<file path="src/rtl/uart_rx.sv">
`timescale 1ns / 1ps
// uart_rx: oversampled serial receiver (start, DATA_BITS data, stop) with a one-entry
// valid/ready holding register and single-cycle frame_err / overrun / parity_err pulses.
// Optional feature macro: UART_RX_PARITY_EN adds an even-parity bit after the data bits.
module uart_rx #(
  parameter int unsigned DATA_BITS  = 8,
  parameter int unsigned OVERSAMPLE = 16
) (
  input  logic       clk,
  input  logic       rst_n,
  input  logic       enable,
  input  logic       sample_tick,
  input  logic       rxd,
  output logic [7:0] data,
  output logic       valid,
  input  logic       ready,
  output logic       frame_err,
  output logic       overrun,
  output logic       parity_err,
  output logic       busy
);

  localparam int unsigned     TickW    = $clog2(OVERSAMPLE);
  localparam logic [TickW-1:0] HalfLast = TickW'(OVERSAMPLE / 2 - 1);
  localparam logic [TickW-1:0] BitLast  = TickW'(OVERSAMPLE - 1);
  localparam logic [2:0]       LastBit  = 3'(DATA_BITS - 1);

`ifdef UART_RX_PARITY_EN
  typedef enum logic [2:0] {StIdle, StStart, StData, StParity, StStop} state_e;
`else
  typedef enum logic [2:0] {StIdle, StStart, StData, StStop} state_e;
`endif

  state_e           state_q, state_d;
  logic [TickW-1:0] tickcnt_q, tickcnt_d;
  logic [2:0]       bitcnt_q, bitcnt_d;
  logic [7:0]       shift_q, shift_d;
  logic             done_q, done_d;       // stop bit was sampled last cycle
  logic             stop_ok_q, stop_ok_d;
  logic             rxd_meta, rxd_s, rxd_prev;
  logic [7:0]       data_q;
  logic             valid_q, frame_err_q, overrun_q;
  logic             deliver;

  // Two-flop synchronizer plus the per-tick previous sample used for edge detection.
  always_ff @(posedge clk or negedge rst_n) begin
    if (!rst_n) begin
      rxd_meta <= 1'b1;
      rxd_s    <= 1'b1;
      rxd_prev <= 1'b1;
    end else begin
      rxd_meta <= rxd;
      rxd_s    <= rxd_meta;
      if (sample_tick) rxd_prev <= rxd_s;
    end
  end

`ifdef UART_RX_PARITY_EN
  logic par_bad_q, par_bad_d;
`endif

  // Receive FSM state and counters.
  always_ff @(posedge clk or negedge rst_n) begin
    if (!rst_n) begin
      state_q   <= StIdle;
      tickcnt_q <= '0;
      bitcnt_q  <= '0;
      shift_q   <= '0;
      done_q    <= 1'b0;
      stop_ok_q <= 1'b0;
`ifdef UART_RX_PARITY_EN
      par_bad_q <= 1'b0;
`endif
    end else begin
      state_q   <= state_d;
      tickcnt_q <= tickcnt_d;
      bitcnt_q  <= bitcnt_d;
      shift_q   <= shift_d;
      done_q    <= done_d;
      stop_ok_q <= stop_ok_d;
`ifdef UART_RX_PARITY_EN
      par_bad_q <= par_bad_d;
`endif
    end
  end

  // Next-state logic; everything advances only on enabled sample ticks.
  always_comb begin
    state_d   = state_q;
    tickcnt_d = tickcnt_q;
    bitcnt_d  = bitcnt_q;
    shift_d   = shift_q;
    done_d    = 1'b0;
    stop_ok_d = stop_ok_q;
`ifdef UART_RX_PARITY_EN
    par_bad_d = par_bad_q;
`endif
    if (!enable) begin
      state_d   = StIdle;
      tickcnt_d = '0;
      bitcnt_d  = '0;
      shift_d   = '0;
    end else if (sample_tick) begin
      unique case (state_q)
        StIdle: begin
          // Only a 1->0 transition starts a frame, so a held-low break cannot retrigger.
          if (rxd_prev && !rxd_s) begin
            state_d   = StStart;
            tickcnt_d = '0;
          end
        end
        StStart: begin
          if (tickcnt_q == HalfLast) begin
            tickcnt_d = '0;
            bitcnt_d  = '0;
            state_d   = rxd_s ? StIdle : StData;
          end else begin
            tickcnt_d = tickcnt_q + TickW'(1);
          end
        end
        StData: begin
          if (tickcnt_q == BitLast) begin
            tickcnt_d         = '0;
            shift_d[bitcnt_q] = rxd_s;
            if (bitcnt_q == LastBit) begin
              bitcnt_d = '0;
`ifdef UART_RX_PARITY_EN
              state_d  = StParity;
`else
              state_d  = StStop;
`endif
            end else begin
              bitcnt_d = bitcnt_q + 3'd1;
            end
          end else begin
            tickcnt_d = tickcnt_q + TickW'(1);
          end
        end
`ifdef UART_RX_PARITY_EN
        StParity: begin
          if (tickcnt_q == BitLast) begin
            tickcnt_d = '0;
            par_bad_d = (^shift_q) ^ rxd_s;
            state_d   = StStop;
          end else begin
            tickcnt_d = tickcnt_q + TickW'(1);
          end
        end
`endif
        StStop: begin
          if (tickcnt_q == BitLast) begin
            tickcnt_d = '0;
            done_d    = 1'b1;
            stop_ok_d = rxd_s;
            state_d   = StIdle;
          end else begin
            tickcnt_d = tickcnt_q + TickW'(1);
          end
        end
        default: state_d = StIdle;
      endcase
    end
  end

  assign deliver = done_q & stop_ok_q;

  // Holding register and status pulses, one clk after the stop-bit sample.
  always_ff @(posedge clk or negedge rst_n) begin
    if (!rst_n) begin
      data_q      <= '0;
      valid_q     <= 1'b0;
      frame_err_q <= 1'b0;
      overrun_q   <= 1'b0;
    end else begin
      if (deliver && (!valid_q || ready)) begin
        data_q  <= shift_q;
        valid_q <= 1'b1;
      end else if (valid_q && ready) begin
        valid_q <= 1'b0;
      end
      overrun_q   <= deliver & valid_q & ~ready;
      frame_err_q <= done_q & ~stop_ok_q;
    end
  end

`ifdef UART_RX_PARITY_EN
  logic parity_err_q;

  // Parity result shares the frame_err timing; the byte is still delivered.
  always_ff @(posedge clk or negedge rst_n) begin
    if (!rst_n) parity_err_q <= 1'b0;
    else        parity_err_q <= done_q & par_bad_q;
  end

  assign parity_err = parity_err_q;
`else
  assign parity_err = 1'b0;
`endif

  assign data      = data_q;
  assign valid     = valid_q;
  assign frame_err = frame_err_q;
  assign overrun   = overrun_q;
  assign busy      = (state_q != StIdle);

endmodule

</file>
<file path="config.mk">
export PLATFORM = sky130hd
export DESIGN_NAME = uart_rx
export DESIGN_NICKNAME = d
export VERILOG_FILES = /design/src/rtl/uart_rx.sv
export SDC_FILE = /design/constraint.sdc
export NUM_CORES = 1
export LEC_CHECK = 0
export BUFFER_PORTS_ARGS = -buffer_cell sky130_fd_sc_hd__buf_2
export CORE_MARGIN = 1
export CORE_UTILIZATION = 51
export DETAILED_ROUTE_END_ITERATION = 8
export HOLD_SLACK_MARGIN = 0.15
export PLACE_DENSITY = 0.74
export SLEW_MARGIN = 20
export SYNTH_ARGS = -nofsm -noshare
export SYNTH_HDL_FRONTEND = slang
export SYNTH_SLANG_ARGS = --single-unit
</file>
<file path="constraint.sdc">
create_clock -name clk -period 1.3 [get_ports clk]
set_input_delay 0.065 -clock clk [delete_from_list [all_inputs] [get_ports clk]]
set_output_delay 0.065 -clock clk [all_outputs]
set_load 0.005 [all_outputs]
</file>
======== Word-level counts from Yosys, hierarchy flattened ========
Cells that the tools add are included.
storage, ports and cells
  register bits after elaboration ......... 34
  bits of input ports ..................... 6
  output and inout bits ................... 13
cells by class
  bitwise gates (word level) .............. 6
  mux-type cells .......................... 34
  $lt $le $gt $ge ......................... 2
  add/subtract/negate cells ............... 2
  eq/ne operators ......................... 16
  reduce and logical (&&, ||, !) cells .... 16
operators with widths
  cell                   count
  $mux W3                12
  $mux W8                4
  $mux W4                5
  $ne A3 B3 Y1 const B   5
  $pmux W3 S4            1
  $pmux W4 S3            1
  $bwmux W8              1
  $reduce_and A4 Y1      2
  $mux W1                7
  $eq A3 B2 Y1 const B   2
  $ne A2 B1 Y1 const B   3
  $pmux W3 S2            1
  $reduce_and A3 Y1      2
  $reduce_and A6 Y1      1
  $add A4 B1 Y4 const B  1
  $and A1 B1 Y1          4
  $eq A4 B3 Y1 const B   1
  $eq A4 B4 Y1 const B   1
  $logic_and A1 B1 Y1    4
  $lt A3 B4 Y1 const B   1
  $ne A4 B2 Y1 const B   1
  $add A3 B1 Y3 const B  1
  $demux W1 S3           1
  $eq A3 B1 Y1 const B   1
  other kinds (11)       13

======== Logic depth before layout (Yosys ltp) ========
Gate-level depths: netlist of the first run.
  word-level depth ........................ 9
  depth in mapped cells ................... 6
  mapped depth without buffers ............ 5

======== Worst setup path before layout of the first run ========
Ideal clock, no wire load.
  kind .................................... register -> register
  from .................................... reg tickcnt_q[0]
  to ...................................... reg stop_ok_q
  data arrival time ....................... 1.369 ns
  slack ................................... -0.194 ns
  stages on the path, launching flop included .. 6
  required time ........................... 1.175 ns
  clock period less this slack ............ 1.494 ns
  path through ............................ dfrtp_1 > ha_1 > and4_2 > nand2_1 > nor2_2 > mux2_2
on the way
  word-level cells in the longest chain between the ends .. 2
RTL lines
  element                      line  source
  from (decl)                  35    logic [TickW-1:0] tickcnt_q, tickcnt_d;
  from (signal assigned)       76    tickcnt_q <= tickcnt_d;
  $eq A4 B4 Y1                 151   if (tickcnt_q == BitLast) begin
  $reduce_and A4 Y1 (no line)  n/a
  to (signal assigned)         80    stop_ok_q <= stop_ok_d;
  to (decl)                    39    logic stop_ok_q, stop_ok_d;
Every way passes these cells.
A chain may end at the register's enable or synchronous reset.

======== Final worst setup path of the first run ========
  from .................................... reg tickcnt_q[1]
  to ...................................... reg tickcnt_q[3]
on the way
  word-level cells in the longest chain between the ends .. 5
RTL lines
  element                                line           source
  $add A4 B1 Y4 (tied with other cells)  118, 136, 157
  $mux W4, on equally long branches      122, 151, 113
  $pmux W4 S3 *                          104            unique case (state_q)
  $mux W4 *                              103            end else if (sample_tick) begin
  $mux W4 *                              98             if (!enable) begin
Mark *: on every way between the ends. The rest lies on a longest branch, timed or not. The select of a mux whose other input is x is not followed.

==> results.sh, run 1 <==
export IMPL_min_to="shift_q[3]"
export IMPL_wl_met3_um=105
export IMPL_r2r_worst_path_cells=5
export IMPL_syn_to_final_growth_pct=34.77
export IMPL_grt_pass1_wl_um=5678
export IMPL_dominantRegCellSynth="dfrtp_1"
export IMPL_die_w_um=58.41
export IMPL_place_area_um2=1862
export IMPL_ioPinCount=19
export IMPL_gr_usage_all_layers_pct=22.71
export IMPL_final_layout_size_suffix_gt1_share_pct=52.79
export IMPL_synthTopCellsByArea="dfrtp_1 46%, mux2_2 7.6%, dfstp_2 4.9%"
export IMPL_yosysSeqAreaShare_pct=51.12
export IMPL_layout_common_cells="27 x dfrtp_1, 24 x buf_4, 16 x buf_2"
export IMPL_top_layer="met4"
export IMPL_timing_rr_start="tickcnt_q[1]"
export IMPL_cts_buffers=5
export IMPL_cp_slowest_stage_delay_ps=430
export IMPL_setup_viol=19
export IMPL_grt_max_degree=34
export IMPL_end_kind="flip-flop"
export IMPL_status="finished with violations"
export IMPL_diodes=0
export IMPL_hpwl_um=2233
export IMPL_rsz0062_at_grt="yes"
export IMPL_avgSynthCellArea_um2=10.89
export IMPL_max_cap_violations=0
export IMPL_vias=1341
export IMPL_crit_required_ps=1550
export IMPL_coreArea_um2=3028
export IMPL_cts_sinks=33
export IMPL_ant_nets=0
export IMPL_critPathLaunchType="flip-flop"
export IMPL_viasPerCell=5.564
export IMPL_fin_crit_ps=1446
export IMPL_cp_max_fo=5
export IMPL_grt_remaining_overflow=0
export IMPL_timing_rr_end="tickcnt_q[3]"
export IMPL_insertion_delay_ps=340
export IMPL_die_y_um=58.41
export IMPL_htree_levels=2
export IMPL_die_area_um2=3412
export IMPL_cts_max_path_buffers=2
export IMPL_synth_edf_count=0
export IMPL_wl_per_cell_um=15.54
export IMPL_holdWs_ps=224.0
export IMPL_routed_wl_um=3746
export IMPL_crit_type="flip-flop to flip-flop"
export IMPL_portBuffers=17
export IMPL_max_freq_ghz=0.6916
export IMPL_antenna_found_initial=0
export IMPL_synth_distinct_cells=42
export IMPL_wl_met1_um=1722
export IMPL_cts_root_buf="clkbuf_4"
export IMPL_hold_path_class="primary input to flip-flop"
export IMPL_yosysWarningCount=0
export IMPL_wl_met2_um=1837
export IMPL_path_cells="ha_4, and4bb_1, nor3_4, a41oi_2, a31oi_1"
export IMPL_violations="setup timing"
export IMPL_yosysTopAreaCell="dfrtp_1"
export IMPL_cp_slowest_cell="dfrtp_1"
export IMPL_gp_congestion=0.8613
export IMPL_timing_hold_worst_path_depth=4
export IMPL_arrival_ps=1700
export IMPL_final_common_cell="dfrtp_1"
export IMPL_leakage_nw=1.029
export IMPL_netlist_area_um2=1623
export IMPL_firstDrtPassIters=4
export IMPL_nNetsFinal=205
export IMPL_drt_iter0_markers=32
export IMPL_vdd_drop_max_mv=0.7138
export IMPL_grt_pass1_vias=1267
export IMPL_hold_violations=0
export IMPL_setup_ws_ps=-145.9
export IMPL_reg2reg_slack_ps=-150
export IMPL_start_util_pct=53.60
export IMPL_ys_ff_latch=33
export IMPL_skew_ps=12.65
export IMPL_hold_start="enable"
export IMPL_crit_start="tickcnt_q[1]"
export IMPL_path_clk_slew_ps=100
export IMPL_async_flop_share_pct=100.0
export IMPL_syn_inst=149
export IMPL_synth_top_area_share_pct=46.26
export IMPL_num_rows=20
export IMPL_drc=0
export IMPL_period_share_pct=111.2
export IMPL_power_density_nw_per_um2=811.8
export IMPL_mappedNetlistNets=158
export IMPL_fin_area_um2=2187
export IMPL_report_final_slew_viol_count=0
export IMPL_cts_tree="done"
[state kept, by name, indices dropped and copies added, names as in the netlist]
| signal | cells |
|---|---|
| rxd_meta | 1 |
| shift_q | 8 |
| frame_err | 1 |
| tickcnt_q | 4 |
| done_q | 1 |
| valid | 1 |
| overrun | 1 |
| rxd_s | 1 |
| stop_ok_q | 1 |
| state_q | 2 |
| data | 8 |
| bitcnt_q | 3 |
| rxd_prev | 1 |
[through the flow]
step	worst slack [ps]	util (%)	setup TNS, ps	instances	power, W
global route	-247.9	72.23	-2403	241	0.001830
detailed placement	-191.8	61.49	-1281	219	0.001190
CTS	-113.5	66.98	-857.4	236	0.001761
floorplan	-129.7	-	-241.3	149	0.001137
global placement	-106.1	61.49	-565.9	219	0.001187
finish	-145.9	72.23	-1506	241	0.001775
[layer usage]
layer	vias to the layer above	track usage (%)
met2	31	37.11
li1	628	-
met4	0	13.27
met5	-	0
met3	9	3.956
met1	673	28.41
[synth_stat cells, drive strengths merged, types with 4 or more instances]
cell / instances
dfrtp: 30
a21oi: 5
nor2b: 6
nor2: 5
nand2: 10
o21a: 4
nand3: 5
o21ai: 17
buf: 8
mux2: 11
a31oi: 6
inv: 5
[power breakdown]
part	leakage, nW	total [W]	internal, W	switching [W]
Combinational	0.551	0.000166	0.0000742	0.0000920
Clock	0.0320	0.000558	0.000206	0.000352
Sequential	0.445	0.00105	0.00104	0.0000110
Total	1.03	0.00178	0.00132	0.000455
[logic make-up (layout without fill, tap and decap cells)]
logic type | after synthesis | count (layout) | share of synthesized area (%)
simple gates | 43 | 43 | 15.58
other cells | 1 | 1 | 0.2311
compound gates | 39 | 39 | 15.73
flops | 33 | 33 | 51.12
buf+inv | 17 | 65 | 6.168
fa+ha+maj | 3 | 3 | 2.313
mux | 13 | 13 | 8.867
[worst max-delay path, delay by kind of cell, from the launching register on]
kind,cells,cell delay (ps)
simple gates,2,460
fa+ha+maj,1,190
compound gates,2,300
flops,1,430
[final cells by class]
cell class / instances / area [µm²]
tap: 44 / 55.05
clock inverter: 2 / 10.01
sequential: 33 / 833.3
fill: 218 / 840.8
multi-input combinational: 99 / 854.6
clock buffer: 6 / 41.29
inverter: 6 / 22.52
timing repair buffer: 51 / 370.4
[timing repair]
item,CTS,global route
pin swaps,17,7
resized for setup,18,30
hold buffers,6,0
endpoints found under the hold margin,42,0
buffers inserted,3,5
setup endpoints to repair,19,27
[worst max-delay path by stage]
stage	end	slack [ps]	cells after the start
2_1_floorplan	stop_ok_q	-130	5
3_3_place_gp	stop_ok_q	-110	5
3_5_place_dp	shift_q[1]	-190	4
4_1_cts	stop_ok_q	-110	5
5_1_grt	tickcnt_q[3]	-250	5
6_report	tickcnt_q[3]	-150	5
Note: power is estimated with default switching activity, not from simulation.
==> run 2: changes to the inputs <==
Settings changed: CORE_UTILIZATION 51 to 35, PLACE_DENSITY 0.74 to unset.
==> results.sh, run 2 (synthesis results as in run 1) <==
export IMPL_tns_ps=-960.0
export IMPL_htree_levels=2
export IMPL_ioPinCount=19
export IMPL_cts_tree="done"
export IMPL_place_area_um2=1892
export IMPL_setup_viol=15
export IMPL_setup_ws_ps=-122.5
export IMPL_critPathLaunchType="flip-flop"
export IMPL_wl_per_cell_um=14.45
export IMPL_fillers=378
export IMPL_antenna_found_initial=0
export IMPL_diodes=0
export IMPL_arrival_ps=1600
export IMPL_final_common_cell="dfrtp_1"
export IMPL_violations="setup timing"
export IMPL_vdd_drop_max_mv=0.6052
export IMPL_power_density_nw_per_um2=994.9
export IMPL_drt_iter0_markers=50
export IMPL_die_w_um=70.09
export IMPL_report_final_slew_viol_count=0
export IMPL_crit_type="flip-flop to flip-flop"
export IMPL_firstDrtPassIters=4
export IMPL_max_cap_violations=0
export IMPL_cts_root_buf="clkbuf_8"
export IMPL_hold_path_class="primary input to flip-flop"
export IMPL_syn_to_final_growth_pct=36.31
export IMPL_path_clk_slew_ps=70
export IMPL_final_layout_size_suffix_gt1_share_pct=46.67
export IMPL_viasPerCell=5.320
export IMPL_gr_usage_all_layers_pct=15.53
export IMPL_grt_pass1_wl_um=6051
export IMPL_cts_sinks=33
export IMPL_grt_max_degree=34
export IMPL_gp_congestion=0.7997
export IMPL_coreArea_um2=4414
export IMPL_vias=1314
export IMPL_leakage_nw=1.038
export IMPL_ant_nets=0
export IMPL_status="finished with violations"
export IMPL_cts_max_path_buffers=2
export IMPL_grt_remaining_overflow=0
export IMPL_fin_area_um2=2212
export IMPL_die_y_um=70.09
export IMPL_start_util_pct=36.76
export IMPL_period_share_pct=109.4
export IMPL_end_kind="flip-flop"
export IMPL_seq_area_um2=833.3
export IMPL_num_rows=24
export IMPL_crit_required_ps=1470
export IMPL_fin_crit_ps=1422
export IMPL_nNetsFinal=203
export IMPL_portBuffers=17
export IMPL_max_freq_ghz=0.7030
export IMPL_multi_input_area_um2=803.3
export IMPL_routed_wl_um=3570
export IMPL_cts_buffers=5
export IMPL_drc=0
export IMPL_layout_common_cells="27 x dfrtp_1, 22 x buf_4, 16 x buf_2"
export IMPL_grt_pass1_vias=1300
export IMPL_die_area_um2=4913
export IMPL_rsz0062_at_grt="yes"
export IMPL_skew_ps=8.877
export IMPL_insertion_delay_ps=280
export IMPL_cp_max_fo=6
export IMPL_hpwl_um=2288
export IMPL_hold_violations=0
run 2: worst paths after layout:
| check | startpoint | endpoint | slack (ps) | cells past startpoint |
|---|---|---|---|---|
| worst min register to register | rxd_meta | rxd_s | 360 | 0 |
| worst max register to register | state_q[1] | bitcnt_q[0] | -120 | 5 |
| max in group asynchronous | rst_n | rxd_s | 800 | 3 |
| worst max-delay path | state_q[1] | bitcnt_q[0] | -120 | 5 |
| worst min-delay path | enable | done_q | 200 | 3 |
| min in group asynchronous | rst_n | bitcnt_q[1] | 260 | 3 |
run 2: timing repair:
item,4_1_cts,5_1_grt
hold endpoints to repair,38,0
setup buffers,7,0
gates resized for setup,11,29
pin swaps,11,14
endpoints found under the setup margin,19,26
hold buffers,5,0
run 2: worst max-delay path, cell delays in order, from the launching register on:
cell and delay (ps):
dfrtp_2 460, buf_6 140, nor3b_4 180, a21oi_2 50, o21ai_2 170, mux2_4 310
run 2: where the power goes:
part / switching [W] / internal, W / leakage (nW)
registers: 0.00000921 / 0.00104 / 0.445
clock network: 0.000365 / 0.000625 / 0.0585
logic: 0.0000866 / 0.0000739 / 0.535
run 2: cell type report:
class                           instances  area share, %
Clock buffer                            7          3.903
Inverter                                6          1.018
Multi-Input combinational cell         99          36.31
Timing Repair Buffer                   49          16.80
Clock inverter                          1          1.357
Sequential cell                        33          37.67
Tap cell                               52          2.941
run 2: metrics by stage:
stage / setup WS, ps / hold slack (ps) / utilization (%) / power [W] / instances
final: -122.5 / 196.6 / 50.11 / 0.002201 / 247
after detailed placement: -151.4 / 35.50 / 42.86 / 0.001194 / 228
after floorplan: -129.7 / -230.6 / - / 0.001137 / 149
after global placement: -112.2 / 30.52 / 42.86 / 0.001190 / 228
after CTS: -82.97 / 170.7 / 48.53 / 0.002212 / 248
after global routing: -189.8 / 189.6 / 50.11 / 0.002285 / 247
run 2: metal layers:
layer / routed length, µm / GRT usage (%)
met2: 1775 / 24.79
met3: 112 / 3.175
met5: 0 / 0
met1: 1635 / 20.17
met4: 48 / 7.333
